$ cat src/rtl/hazard_id_ex_stage_pkg.sv
// Shared encodings and the EX/MEM/WB control word for the ID/EX stage.
package hazard_id_ex_stage_pkg;

   localparam int unsigned OP_W      = 6;
   localparam int unsigned FUNC_BITS = 6;
   localparam int unsigned PCSRC_W   = 2;

   // Opcodes
   localparam logic [OP_W-1:0] OP_LW    = 6'b100011;
   localparam logic [OP_W-1:0] OP_SW    = 6'b101011;
   localparam logic [OP_W-1:0] OP_BEQ   = 6'b000100;
   localparam logic [OP_W-1:0] OP_BNE   = 6'b000101;
   localparam logic [OP_W-1:0] OP_ADDI  = 6'b001000;
   localparam logic [OP_W-1:0] OP_ANDI  = 6'b001100;
   localparam logic [OP_W-1:0] OP_RTYPE = 6'b000000;
   localparam logic [OP_W-1:0] OP_J     = 6'b000010;
   localparam logic [OP_W-1:0] OP_NOP   = 6'b000000;

   // ALU function codes
   localparam logic [FUNC_BITS-1:0] FUNC_ADDF = 6'b100000;
   localparam logic [FUNC_BITS-1:0] FUNC_ANDF = 6'b100100;
   localparam logic [FUNC_BITS-1:0] FUNC_NOPF = 6'b000000;

   // PC mux select
   localparam logic [PCSRC_W-1:0] PC_SEQ = 2'b00;
   localparam logic [PCSRC_W-1:0] PC_BR  = 2'b01;
   localparam logic [PCSRC_W-1:0] PC_JMP = 2'b10;

   // Control bits carried from ID into EX (branch/jump flags resolve in ID)
   typedef struct packed {
      logic                 mem_read;
      logic                 mem_write;
      logic                 alu_src;
      logic                 reg_write;
      logic                 mem_to_reg;
      logic                 immediate;
      logic [FUNC_BITS-1:0] func;
   } ctrl_t;

   localparam ctrl_t CTRL_BUBBLE = '{
      mem_read: 1'b0, mem_write: 1'b0, alu_src: 1'b0, reg_write: 1'b0,
      mem_to_reg: 1'b0, immediate: 1'b0, func: FUNC_NOPF
   };

endpackage

$ cat src/rtl/hazard_id_ex_stage_hazard_detect.sv
// Load-use and branch-in-ID hazard detection; purely combinational.
module hazard_detect #(
   parameter int unsigned REG_W = 5
) (
   input  logic             rst,
   input  logic             ex_memRead,
   input  logic             ex_regWrite,
   input  logic [REG_W-1:0] ex_writeReg,
   input  logic             mem_memRead,
   input  logic [REG_W-1:0] mem_writeReg,
   input  logic [REG_W-1:0] id_rs,
   input  logic [REG_W-1:0] id_rt,
   input  logic             id_beq,
   input  logic             id_bne,
   output logic             stall_c
);

   logic match_ex;
   logic match_mem;
   logic is_branch;
   logic h1_load_use;
   logic h2_branch_alu;
   logic h3_branch_load;

   // Both source fields are compared regardless of opcode; $0 never matches
   always_comb begin
      match_ex       = 1'b0;
      match_mem      = 1'b0;
      is_branch      = 1'b0;
      h1_load_use    = 1'b0;
      h2_branch_alu  = 1'b0;
      h3_branch_load = 1'b0;
      stall_c        = 1'b0;

      match_ex  = (ex_writeReg != '0) && ((ex_writeReg == id_rs) || (ex_writeReg == id_rt));
      match_mem = (mem_writeReg != '0) && ((mem_writeReg == id_rs) || (mem_writeReg == id_rt));
      is_branch = id_beq || id_bne;

      h1_load_use    = ex_memRead && match_ex;
      h2_branch_alu  = is_branch && ex_regWrite && !ex_memRead && match_ex;
      h3_branch_load = is_branch && mem_memRead && match_mem;

      stall_c = !rst && (h1_load_use || h2_branch_alu || h3_branch_load);
   end

endmodule

$ cat src/rtl/hazard_id_ex_stage.sv
// ID/EX pipeline register with hazard stall, bubble insertion and redirect gating.
module hazard_id_ex_stage
   import hazard_id_ex_stage_pkg::*;
#(
   parameter int unsigned DATA_W = 32,
   parameter int unsigned REG_W  = 5,
   parameter int unsigned FUNC_W = 6,
   parameter int unsigned CNT_W  = 16
) (
   input  logic              clk,
   input  logic              rst,
   input  logic              id_memRead,
   input  logic              id_memWrite,
   input  logic              id_aluSrc,
   input  logic              id_regDst,
   input  logic              id_regWrite,
   input  logic              id_memToReg,
   input  logic              id_immediate,
   input  logic              id_beq,
   input  logic              id_bne,
   input  logic              id_j,
   input  logic [1:0]        id_PCSrc,
   input  logic [FUNC_W-1:0] id_func,
   input  logic [DATA_W-1:0] id_readData1,
   input  logic [DATA_W-1:0] id_readData2,
   input  logic [DATA_W-1:0] id_imm,
   input  logic [REG_W-1:0]  id_rs,
   input  logic [REG_W-1:0]  id_rt,
   input  logic [REG_W-1:0]  id_rd,
   input  logic              mem_memRead,
   input  logic [REG_W-1:0]  mem_writeReg,
   output logic              ex_memRead,
   output logic              ex_memWrite,
   output logic              ex_aluSrc,
   output logic              ex_regWrite,
   output logic              ex_memToReg,
   output logic              ex_immediate,
   output logic [FUNC_W-1:0] ex_func,
   output logic [DATA_W-1:0] ex_readData1,
   output logic [DATA_W-1:0] ex_readData2,
   output logic [DATA_W-1:0] ex_imm,
   output logic [REG_W-1:0]  ex_rs,
   output logic [REG_W-1:0]  ex_rt,
   output logic [REG_W-1:0]  ex_writeReg,
   output logic              pcWrite,
   output logic              ifidWrite,
   output logic              ifidFlush,
   output logic [1:0]        pcSrcOut,
   output logic [CNT_W-1:0]  stall_count
);

   ctrl_t ctrl_d;
   ctrl_t ctrl_q;
   logic  stall_c;
   logic  jmp_unused;

   // Jumps are resolved in ID and never create a data hazard
   assign jmp_unused = id_j;

   hazard_detect #(.REG_W(REG_W)) u_hazard_detect (
      .rst          (rst),
      .ex_memRead   (ctrl_q.mem_read),
      .ex_regWrite  (ctrl_q.reg_write),
      .ex_writeReg  (ex_writeReg),
      .mem_memRead  (mem_memRead),
      .mem_writeReg (mem_writeReg),
      .id_rs        (id_rs),
      .id_rt        (id_rt),
      .id_beq       (id_beq),
      .id_bne       (id_bne),
      .stall_c      (stall_c)
   );

   // Pack the decode control word; a stall replaces it with a bubble
   always_comb begin
      ctrl_d            = CTRL_BUBBLE;
      ctrl_d.mem_read   = id_memRead;
      ctrl_d.mem_write  = id_memWrite;
      ctrl_d.alu_src    = id_aluSrc;
      ctrl_d.reg_write  = id_regWrite;
      ctrl_d.mem_to_reg = id_memToReg;
      ctrl_d.immediate  = id_immediate;
      ctrl_d.func       = FUNC_BITS'(id_func);
      if (stall_c) begin
         ctrl_d = CTRL_BUBBLE;
      end
   end

   // Pipeline register; operands and specifiers are captured even during a bubble
   always_ff @(posedge clk) begin
      if (rst) begin
         ctrl_q       <= CTRL_BUBBLE;
         ex_readData1 <= '0;
         ex_readData2 <= '0;
         ex_imm       <= '0;
         ex_rs        <= '0;
         ex_rt        <= '0;
         ex_writeReg  <= '0;
         stall_count  <= '0;
      end else begin
         ctrl_q       <= ctrl_d;
         ex_readData1 <= id_readData1;
         ex_readData2 <= id_readData2;
         ex_imm       <= id_imm;
         ex_rs        <= id_rs;
         ex_rt        <= id_rt;
         ex_writeReg  <= id_regDst ? id_rd : id_rt;
         if (stall_c && (stall_count != '1)) begin
            stall_count <= stall_count + CNT_W'(1);
         end
      end
   end

   assign ex_memRead   = ctrl_q.mem_read;
   assign ex_memWrite  = ctrl_q.mem_write;
   assign ex_aluSrc    = ctrl_q.alu_src;
   assign ex_regWrite  = ctrl_q.reg_write;
   assign ex_memToReg  = ctrl_q.mem_to_reg;
   assign ex_immediate = ctrl_q.immediate;
   assign ex_func      = FUNC_W'(ctrl_q.func);

   // Freeze fetch and suppress redirects while a stall or reset is active
   always_comb begin
      pcWrite   = 1'b1;
      ifidWrite = 1'b1;
      ifidFlush = 1'b0;
      pcSrcOut  = PC_SEQ;
      if (!rst) begin
         pcWrite   = !stall_c;
         ifidWrite = !stall_c;
         ifidFlush = !stall_c && (id_PCSrc != PC_SEQ);
         pcSrcOut  = stall_c ? PC_SEQ : id_PCSrc;
      end
   end

endmodule

$ cat config.mk
export PLATFORM = sky130hd
export DESIGN_NAME = hazard_id_ex_stage
export DESIGN_NICKNAME = d
export VERILOG_FILES = /design/src/rtl/hazard_id_ex_stage_pkg.sv /design/src/rtl/hazard_id_ex_stage_hazard_detect.sv /design/src/rtl/hazard_id_ex_stage.sv
export SDC_FILE = /design/constraint.sdc
export NUM_CORES = 1
export LEC_CHECK = 0
export CAP_MARGIN = 10
export CORE_ASPECT_RATIO = 0.6
export CORE_UTILIZATION = 36
export DETAILED_ROUTE_END_ITERATION = 10
export PLACE_DENSITY = 0.79
export SLEW_MARGIN = 30
export SYNTH_ARGS = -nofsm -noshare
export SYNTH_HDL_FRONTEND = slang
export SYNTH_HIERARCHICAL = 1
export SYNTH_SLANG_ARGS = --single-unit
$ cat constraint.sdc
create_clock -name clk -period 3.3 [get_ports clk]
set_clock_uncertainty 0.05 [all_clocks]
set_input_delay 0.495 -clock clk [delete_from_list [all_inputs] [get_ports clk]]
set_output_delay 0.495 -clock clk [all_outputs]
set_load 0.01 [all_outputs]
* Yosys cells after proc, flatten, opt, wreduce, memory -nomap -nowiden
Index checks and enable logic that the tools add are counted.
** Word-level totals
- Logic and storage cells :: 48
- Register bits :: 139
- Output and inout bits :: 144
- Input port bits :: 137
** Cells by class
- Reduce and logical (&&, ||, !) cells :: 23
- Add/sub/neg operators :: 1
- Multiplexer cells :: 5
- Eq/ne operators :: 5
** Operators with widths (number)
- $eq A5 B5 Y1 :: 4
- $add A16 B1 Y16 const B :: 1
- $ne A16 B16 Y1 const B :: 1
- $logic_and A1 B1 Y1 :: 11
- $reduce_bool A5 Y1 :: 2
- $logic_or A1 B1 Y1 :: 5
- $mux W5 :: 1
- $mux W2 :: 2
- $logic_not A1 Y1 :: 3
- $mux W1 :: 2
- $reduce_bool A2 Y1 :: 1
- $reduce_or A2 Y1 :: 1

* Depth between registers and ports, before layout
Gate-level depths: netlist of the first run.
- Word-level depth :: 10
- Depth in mapped cells :: 9
- Gate-level depth less buffers :: 8

* Modules after synthesis
Netlist of the first run, hierarchy kept.
** Modules (own cells, without submodules)
- hazard_id_ex_stage :: seq. area each 2782.7 um^2, area an instance 4146.5 um^2, cells each 363, times used 1
- hazard_detect :: seq. area each 0.0 um^2, area an instance 277.8 um^2, cells each 38, times used 1

* Least setup slack after synthesis of the first run
OpenSTA, ideal clock, no wires.
- Path kind :: input port to flip-flop
- Start :: in id_rt[3]
- End :: reg stall_count[11]
- Library setup time :: 70 ps
- Data required time :: 3180 ps
- Stages on the path :: 9
- Data arrival time :: 2658 ps
- Slack :: 521 ps
- Buffers on the path :: 1
- Cell sequence :: xor2_1 > nor3_1 > a22oi_1 > o32ai_1 > and4_4 > nand3_2 > buf_6 > or4_1 > a21oi_1
** Between the ends
- Word-level cells in the longest chain between the ends :: 8
- Elaborated cells between the ends (all ways) :: 13
- Those cells by class :: 2 x eq/ne; 11 x reduce/logical
** Ends and longest elaborated chain
- from (decl) :: line hazard_id_ex_stage.sv:28 : input logic [REG_W-1:0] id_rt,
- $eq A5 B5 Y1 :: line hazard_id_ex_stage_hazard_detect.sv:35 : match_ex = (ex_writeReg != '0) && ((ex_writeReg == id_rs) || (ex_writeReg == id_rt));
- $logic_or A1 B1 Y1 :: line hazard_id_ex_stage_hazard_detect.sv:35
- $logic_and A1 B1 Y1 :: line hazard_id_ex_stage_hazard_detect.sv:35
- $logic_and A1 B1 Y1, on equally long branches :: line hazard_id_ex_stage_hazard_detect.sv:39, hazard_id_ex_stage_hazard_detect.sv:40
- $logic_or A1 B1 Y1 :: line hazard_id_ex_stage_hazard_detect.sv:43 : stall_c = !rst && (h1_load_use || h2_branch_alu || h3_branch_load);
- $logic_or A1 B1 Y1 * :: line hazard_id_ex_stage_hazard_detect.sv:43
- $logic_and A1 B1 Y1 * :: line hazard_id_ex_stage_hazard_detect.sv:43
- named net stall_c :: line hazard_id_ex_stage.sv:54 : logic stall_c;
- $logic_and A1 B1 Y1 * :: line hazard_id_ex_stage.sv:108 : if (stall_c && (stall_count != '1)) begin
- to (signal assigned) :: line hazard_id_ex_stage.sv:109 : stall_count <= stall_count + CNT_W'(1);
- to (decl) :: line hazard_id_ex_stage.sv:49 : output logic [CNT_W-1:0] stall_count
The timed path passes the listed nets; every way through them passes the cells marked *.
A chain may end at the register's enable or synchronous reset.

* Final worst setup path of the first run
- Start :: in id_rt[4]
- End :: out pcSrcOut[1]
** Between the ends
- Word-level cells in the longest chain between the ends :: 9
- Elaborated cells between the ends (all ways) :: 14
- Those cells by class :: 2 x eq/ne; 2 x mux; 10 x reduce/logical
** Ends and longest elaborated chain
- $eq A5 B5 Y1 :: line hazard_id_ex_stage_hazard_detect.sv:35
- $logic_or A1 B1 Y1 :: line hazard_id_ex_stage_hazard_detect.sv:35
- $logic_and A1 B1 Y1 :: line hazard_id_ex_stage_hazard_detect.sv:35
- $logic_and A1 B1 Y1, on equally long branches :: line hazard_id_ex_stage_hazard_detect.sv:39, hazard_id_ex_stage_hazard_detect.sv:40
- $logic_or A1 B1 Y1 :: line hazard_id_ex_stage_hazard_detect.sv:43
- $logic_or A1 B1 Y1 * :: line hazard_id_ex_stage_hazard_detect.sv:43
- $logic_and A1 B1 Y1 * :: line hazard_id_ex_stage_hazard_detect.sv:43
- named net stall_c :: line hazard_id_ex_stage.sv:54
- $mux W2 * :: line hazard_id_ex_stage.sv:132 : pcSrcOut = stall_c ? PC_SEQ : id_PCSrc;
- $mux W2 * :: line hazard_id_ex_stage.sv:128 : if (!rst) begin
- to (decl) :: line hazard_id_ex_stage.sv:48 : output logic [1:0] pcSrcOut,
Marks and branches as above.

==> out/results.txt, run 1 <==
Post-DRT Antenna Nets: 0
total power: 0.00407 W
vias in the first global route: 3,757
FP Rows: 30
core region area: 11,600 um^2
initial antenna violation count: 0
Combinational Power Share: 0.128
die height: 87.9 um
FF+latch count, synth: 139
TritonRoute pass-1 iters: 4
share of the clock period used by the worst path: 0.977
Clk Latency, worst-skew pair: 0.40 ns
CTS Buf Count: 17
Max-slew headroom: 0.532
Leak: 3.11 nW
Worst-Margin Slew: 0.697 ns
1st-iter DRT viols: 86
Syn Std Cell Area: 4420 um^2
number of max-cap violations: 0
Max Clk Rate: 310 MHz
GRT overflow: 0
final setup margin: 0.0751 ns
largest family of logic cells by synthesized area: simple AND/OR/NAND/NOR gates
RePlAce Congestion: 0.826
DR DRC count: 0
Final Hold Vio Count: 0
xor and xnor fraction of the mapped netlist area: 0.0436
Setup CP Type: in2out
run status: completed
Final HPWL DP: 9.79 mm
pre-CTS setup slack: -0.240 ns
CP Data Arrival Time: 2.68 ns
highest fanout seen on the critical path: 3
Syn Area/Cell: 11.0 um^2
layout cells sized above 1: 0.0870
clock network fraction of design power: 0.433
IO Pins: 281
Cells after Synth: 401
H-tree levels: 4
clock sink count: 139
# nets final: 838
Slew Limit Fails: 0
die width: 145 um
WL/cell: 14.7 um
via count: 3,784
P_int: 0.00309 W
largest net degree at the start of global routing: 130
Compound-Gate Fraction of Synth Area: 0.0433
crit path time final: 3.22 ns
Distinct cells, synth: 37
Synth Net Count: 539
Synth Area in Simple Gates: 0.246
Power Density: 504 nW/um^2
root buffer cell: clkbuf_16
Synth warnings: 6
drt total wl: 12.8 mm
critical path required time: 2.75 ns
Starting Density: 0.380
# diodes: 0
setup violators final: 0
IO buf count: 279
clock slew at reported path FFs: 0.06 ns
die area: 12,800 um^2
Net Sw Frac: 0.239
vias per inst: 4.33
sequential share of power: 0.439
Peak VDD IR: 0.345 mV
Total GRT Usage: 0.197
clk buf depth: 2
hold slack: 0.445 ns
post-synthesis adder-cell area fraction: 0.00283
first-pass GRT wire length: 19.5 mm
Area Overhead vs Synth: 82.5%
type of origin of the critical path: input port
CTS tree: done
Hold WC Path Type: reg2reg
Critical Path End Type: output port
sequential area share after synthesis: 0.629
Psw: 0.000971 W
mux contribution to synthesized area: 0.0158
logic make-up after synthesis:
| logic type | after synthesis |
|---|---|
| multiplexers | 7 |
| AND/OR/NAND/NOR | 182 |
| flip-flops | 139 |
| AO/OA/AOI/OAI | 30 |
| XOR/XNOR | 22 |
| adder cells (fa/ha/maj) | 1 |
| buffers and inverters | 20 |
synthesized netlist by cell type:
library cell / count / share of area
dfxtp_1: 139 / 0.63
nor2b_1: 107 / 0.15
xor2_1: 22 / 0.044
clkbuf_1: 15 / 0.013
nor2_1: 15 / 0.013
and2_1: 14 / 0.020
a21oi_1: 11 / 0.012
nand2_1: 9 / 0.0076
nor3_1: 9 / 0.010
mux2i_1: 7 / 0.016
nand4_1: 6 / 0.0085
or4_1: 6 / 0.010
o21ai_0: 5 / 0.0057
o31ai_1: 5 / 0.0085
or3_1: 5 / 0.0071
a22oi_1: 2 / 0.0034
and3_1: 2 / 0.0028
nand3_1: 2 / 0.0023
o41ai_1: 2 / 0.0040
a41oi_1: 1 / 0.0020
and4_4: 1 / 0.0025
buf_1: 1 / 0.00085
buf_2: 1 / 0.0011
buf_4: 1 / 0.0017
buf_6: 1 / 0.0025
ha_1: 1 / 0.0028
inv_1: 1 / 0.00085
nand3_2: 1 / 0.0023
nor3b_1: 1 / 0.0017
nor4_1: 1 / 0.0014
o2111ai_1: 1 / 0.0020
o22ai_1: 1 / 0.0014
o31a_1: 1 / 0.0020
o32ai_1: 1 / 0.0020
or2_2: 1 / 0.0014
or2b_1: 1 / 0.0017
or4b_2: 1 / 0.0023
power groups by stage:
stage,clock network (W),registers (W),logic [W]
detailed placement,0,0.00183,0.000517
CTS,0.00180,0.00179,0.000522
finish,0.00176,0.00179,0.000520
global route,0.00189,0.00179,0.000552
global placement,0,0.00182,0.000509
floorplan,0,0.00187,0.000106
registers in the layout (all words and copies together) (netlist names), 5 cells and up:
signal        count
ex_readData2     32
stall_count      16
ex_rs             5
ex_func           6
ex_rt             5
ex_imm           32
ex_writeReg       5
ex_readData1     32
routing by layer:
metal,share of wire,wire length (um),GRT usage,up-vias
met5,0,0,0,-
met4,0.0078,100,0.0536,0
met3,0.066,845,0.0620,10
met2,0.50,6370,0.345,147
met1,0.43,5520,0.238,1709
li1,-,-,-,1918
worst paths after layout:
check                  start  slack [ns]  cells past startpoint         endpoint
max                 id_rt[4]        0.08                      9      pcSrcOut[1]
min          stall_count[15]        0.44                      2  stall_count[15]
max reg2reg   ex_writeReg[3]        0.44                     11  stall_count[15]
min reg2reg  stall_count[15]        0.44                      2  stall_count[15]
worst max-delay path, stage by stage:
cell             delay (ns)
clkdlybuf4s50_1        0.50
buf_4                  0.13
xor2_1                 0.17
nor3_1                 0.08
a22oi_1                0.24
o32ai_2                0.17
nor2_2                 0.18
and2_1                 0.17
clkdlybuf4s50_1        0.54
cell type report:
class / count / area, um^2
Inverter: 1 / 3.75
Timing Repair Buffer: 299 / 2960
Sequential cell: 139 / 2780
Tap cell: 160 / 200
Clock buffer: 17 / 425
Fill cell: 861 / 3560
Multi-Input combinational cell: 242 / 1580
Clock inverter: 15 / 128
stage by stage:
stage / cells / TNS, ns / cell area, um^2 / utilization
after floorplan: 401 / 0 / 4420 / -
after global placement: 838 / -0.459 / 7470 / 0.642
after detailed placement: 838 / -0.590 / 7470 / 0.642
after CTS: 870 / 0 / 8040 / 0.691
after global routing: 873 / -0.0699 / 8080 / 0.694
final: 873 / 0 / 8080 / 0.694
timing repair:
action                                  in CTS  in global routing
hold buffers                                 0                  0
buffers inserted                             0                  3
resized for setup                            4                  6
pin swaps                                    1                  2
endpoints found under the setup margin       3                  5
placed cells by master (no fill, tap or decap), types with 9 or more instances in the layout:
| cell | synthesis | layout |
|---|---|---|
| clkdlybuf4s50_1 | 0 | 274 |
| dfxtp_1 | 139 | 139 |
| nor2b_1 | 107 | 107 |
| xor2_1 | 22 | 22 |
| buf_4 | 1 | 20 |
| clkbuf_16 | 0 | 17 |
| and2_1 | 14 | 14 |
| nor2_1 | 15 | 14 |
| a21oi_1 | 11 | 11 |
| nand2_1 | 9 | 9 |
Note: power is estimated with default switching activity, not from simulation.
==> run 2, diff against run 1 <==
SETUP_SLACK_MARGIN = 0.5   (was not set)
==> run 2 against run 1 <==
Compared with the run above: non-clock buffer count is the same; sequential power barely moved; largest cell class unchanged; wire length up 1.5%; register-to-register slack better by 0.13 ns; count of clock-buffer cells in the layout unchanged; design area increased by 0.28%; highest routed layer unchanged; largest power group unchanged; core utilization up 0.19 points; global-route usage grew 0.081 points; clock power about the same; combinational power barely moved; sequential share of layout area hardly changed.
==> out/results.txt, run 2 (synthesis results as in run 1) <==
1st-iter DRT viols: 79 (-8.1%)
share of the clock period used by the worst path: 0.845 (-0.133)
Clk Latency, worst-skew pair: 0.40 ns (about the same)
worst path cell trace: dlygate4sd2_1 -> buf_4 -> xor2_1 -> nor3_1 -> a22oi_2 -> o32ai_2 -> nor2_2 -> and2_4 -> or2_4 -> buf_6
drt total wl: 13.0 mm (+1.5%)
RePlAce Congestion: 0.826 (unchanged)
vias in the first global route: 3,778 (+0.56%)
hold_buf cts: 0 (unchanged)
DR top layer: met4
Max Clk Rate: 359 MHz (+16%)
clock sink count: 139 (unchanged)
die height: 87.9 um (unchanged)
Area Overhead vs Synth: 83.0%
most common cell after layout, fill and taps aside: clkdlybuf4s50_1
CP Buf/Inv Count: 3 (unchanged)
CTS Buf Count: 17 (unchanged)
Critical Path End Type: output port
WL/cell: 14.9 um (+1.5%)
H-tree levels: 4 (unchanged)
slowest stage cell, crit path: dlygate4sd2_1
most frequent cells in the layout: clkdlybuf4s50_1, dfxtp_1, nor2b_1
IO Pins: 281 (unchanged)
fill cell count: 870 (+1.0%)
first-pass GRT wire length: 19.5 mm (+0.29%)
WL met2: 6.54 mm (+2.7%)
# nets final: 838 (unchanged)
Hold Path Stages: 2 (unchanged)
via count: 3,845 (+1.6%)
die area: 12,800 um^2 (unchanged)
FF-to-FF End: stall_count[10]
vias per inst: 4.40 (+1.6%)
Starting Density: 0.380 (unchanged)
GRT overflow: 0 (unchanged)
clock slew at reported path FFs: 0.06 ns (about the same)
Worst-Margin Slew: 0.779 ns (+0.0820 ns)
Total GRT Usage: 0.198 (+0.000810)
worst reg2reg setup slack: 0.57 ns (+0.13 ns)
clk buf depth: 2 (unchanged)
Peak VDD IR: 0.344 mV (-0.16%)
Power Density: 502 nW/um^2 (-0.32%)
Final HPWL DP: 9.79 mm (unchanged)
Final Hold Vio Count: 0 (unchanged)
Slew Limit Fails: 0 (unchanged)
layout cells sized above 1: 0.105 (+0.0182)
IO buf count: 279 (unchanged)
pre-CTS setup slack: -0.240 ns (unchanged)
Max-slew headroom: 0.476 (-0.0551)
# diodes: 0 (unchanged)
largest net degree at the start of global routing: 130 (unchanged)
worst hold start: stall_count[10]
multi-input logic area: 1620 um^2 (+2.7%)
initial antenna violation count: 0 (unchanged)
highest fanout seen on the critical path: 3 (unchanged)
R2R depth: 11 (unchanged)
number of max-cap violations: 0 (unchanged)
Register Area: 2790 um^2 (+0.22%)
DR DRC count: 0 (unchanged)
CTS tree: done
root buffer cell: clkbuf_16
FP Rows: 30 (unchanged)
run status: completed
Post-DRT Antenna Nets: 0 (unchanged)
Reg-to-Reg Start: ex_writeReg[1]
DR WL met3: 826 um (-2.2%)
CP Data Arrival Time: 2.24 ns (-0.44 ns)
Hold EP: stall_count[10]
critical path required time: 2.75 ns (about the same)
die width: 145 um (unchanged)
setup violators final: 0 (unchanged)
top flop regs: ex_imm (32), ex_readData1 (32), ex_readData2 (32)
Setup CP Type: in2out
total power: 0.00406 W (about the same)
Leak: 3.14 nW (+0.95%)
crit-path leading delay family: simple AND/OR/NAND/NOR gates
crit path time final: 2.79 ns (-0.438 ns)
M1 WL: 5.56 mm (+0.62%)
type of origin of the critical path: input port
slowest cell delay on critical path: 0.26 ns (-0.28 ns)
RSZ-0062 raised after global routing: true
TritonRoute pass-1 iters: 4 (unchanged)
core region area: 11,600 um^2 (unchanged)
Hold WC Path Type: reg2reg
final setup margin: 0.513 ns (+0.438 ns)
[run 2: worst max-delay path by stage]
stage	from	endpoint	cells past startpoint
after floorplan	id_rt[3]	stall_count[11]	9
after global routing	ex_writeReg[4]	ifidFlush	8
after CTS	ex_writeReg[4]	ifidFlush	8
after detailed placement	id_rs[1]	ifidFlush	9
after global placement	id_rs[1]	ifidFlush	9
final	id_rt[3]	ifidFlush	10
[run 2: worst register-to-register path: cells and delay by family (launching register included)]
kind | cells | cell delay (ns)
flip-flops | 1 | 0.35
buffers and inverters | 3 | 0.53
AND/OR/NAND/NOR | 3 | 0.78
XOR/XNOR | 1 | 0.17
AO/OA/AOI/OAI | 4 | 0.78
[run 2: area by class of cell]
cell class / instances / share of cell area
Tap cell: 160 / 0.0247
Inverter: 1 / 0.000464
Multi-Input combinational cell: 242 / 0.200
Clock buffer: 17 / 0.0525
Clock inverter: 15 / 0.0158
Sequential cell: 139 / 0.344
Timing Repair Buffer: 299 / 0.362
[run 2: power by group]
| part | switching, W | internal, W | total, W |
|---|---|---|---|
| clock | 0.000768 | 0.000990 | 0.00176 |
| combinational | 0.000178 | 0.000342 | 0.000519 |
| sequential | 0.0000268 | 0.00176 | 0.00179 |
| total | 0.000972 | 0.00309 | 0.00406 |
[run 2: timing repair]
action	CTS	global route
pin swaps	13	9
gates resized for setup	42	11
endpoints found under the setup margin	12	11
buffers inserted	2	1
[run 2: metal layers]
layer | track usage | vias up
li1 | - | 1917
met3 | 0.0620 | 10
met1 | 0.238 | 1767
met4 | 0.0536 | 0
met2 | 0.349 | 151
met5 | 0 | -
[run 2: per-stage QoR]
stage / util / hold slack, ns / instance area (um^2) / TNS [ns] / instances
6_report: 0.696 / 0.481 / 8100 / 0 / 873
5_1_grt: 0.696 / 0.475 / 8100 / 0 / 873
4_1_cts: 0.692 / 0.448 / 8050 / 0 / 872
3_5_place_dp: 0.642 / 0.435 / 7470 / -0.590 / 838
3_3_place_gp: 0.642 / 0.447 / 7470 / -0.459 / 838
2_1_floorplan: - / 0.453 / 4420 / 0 / 401
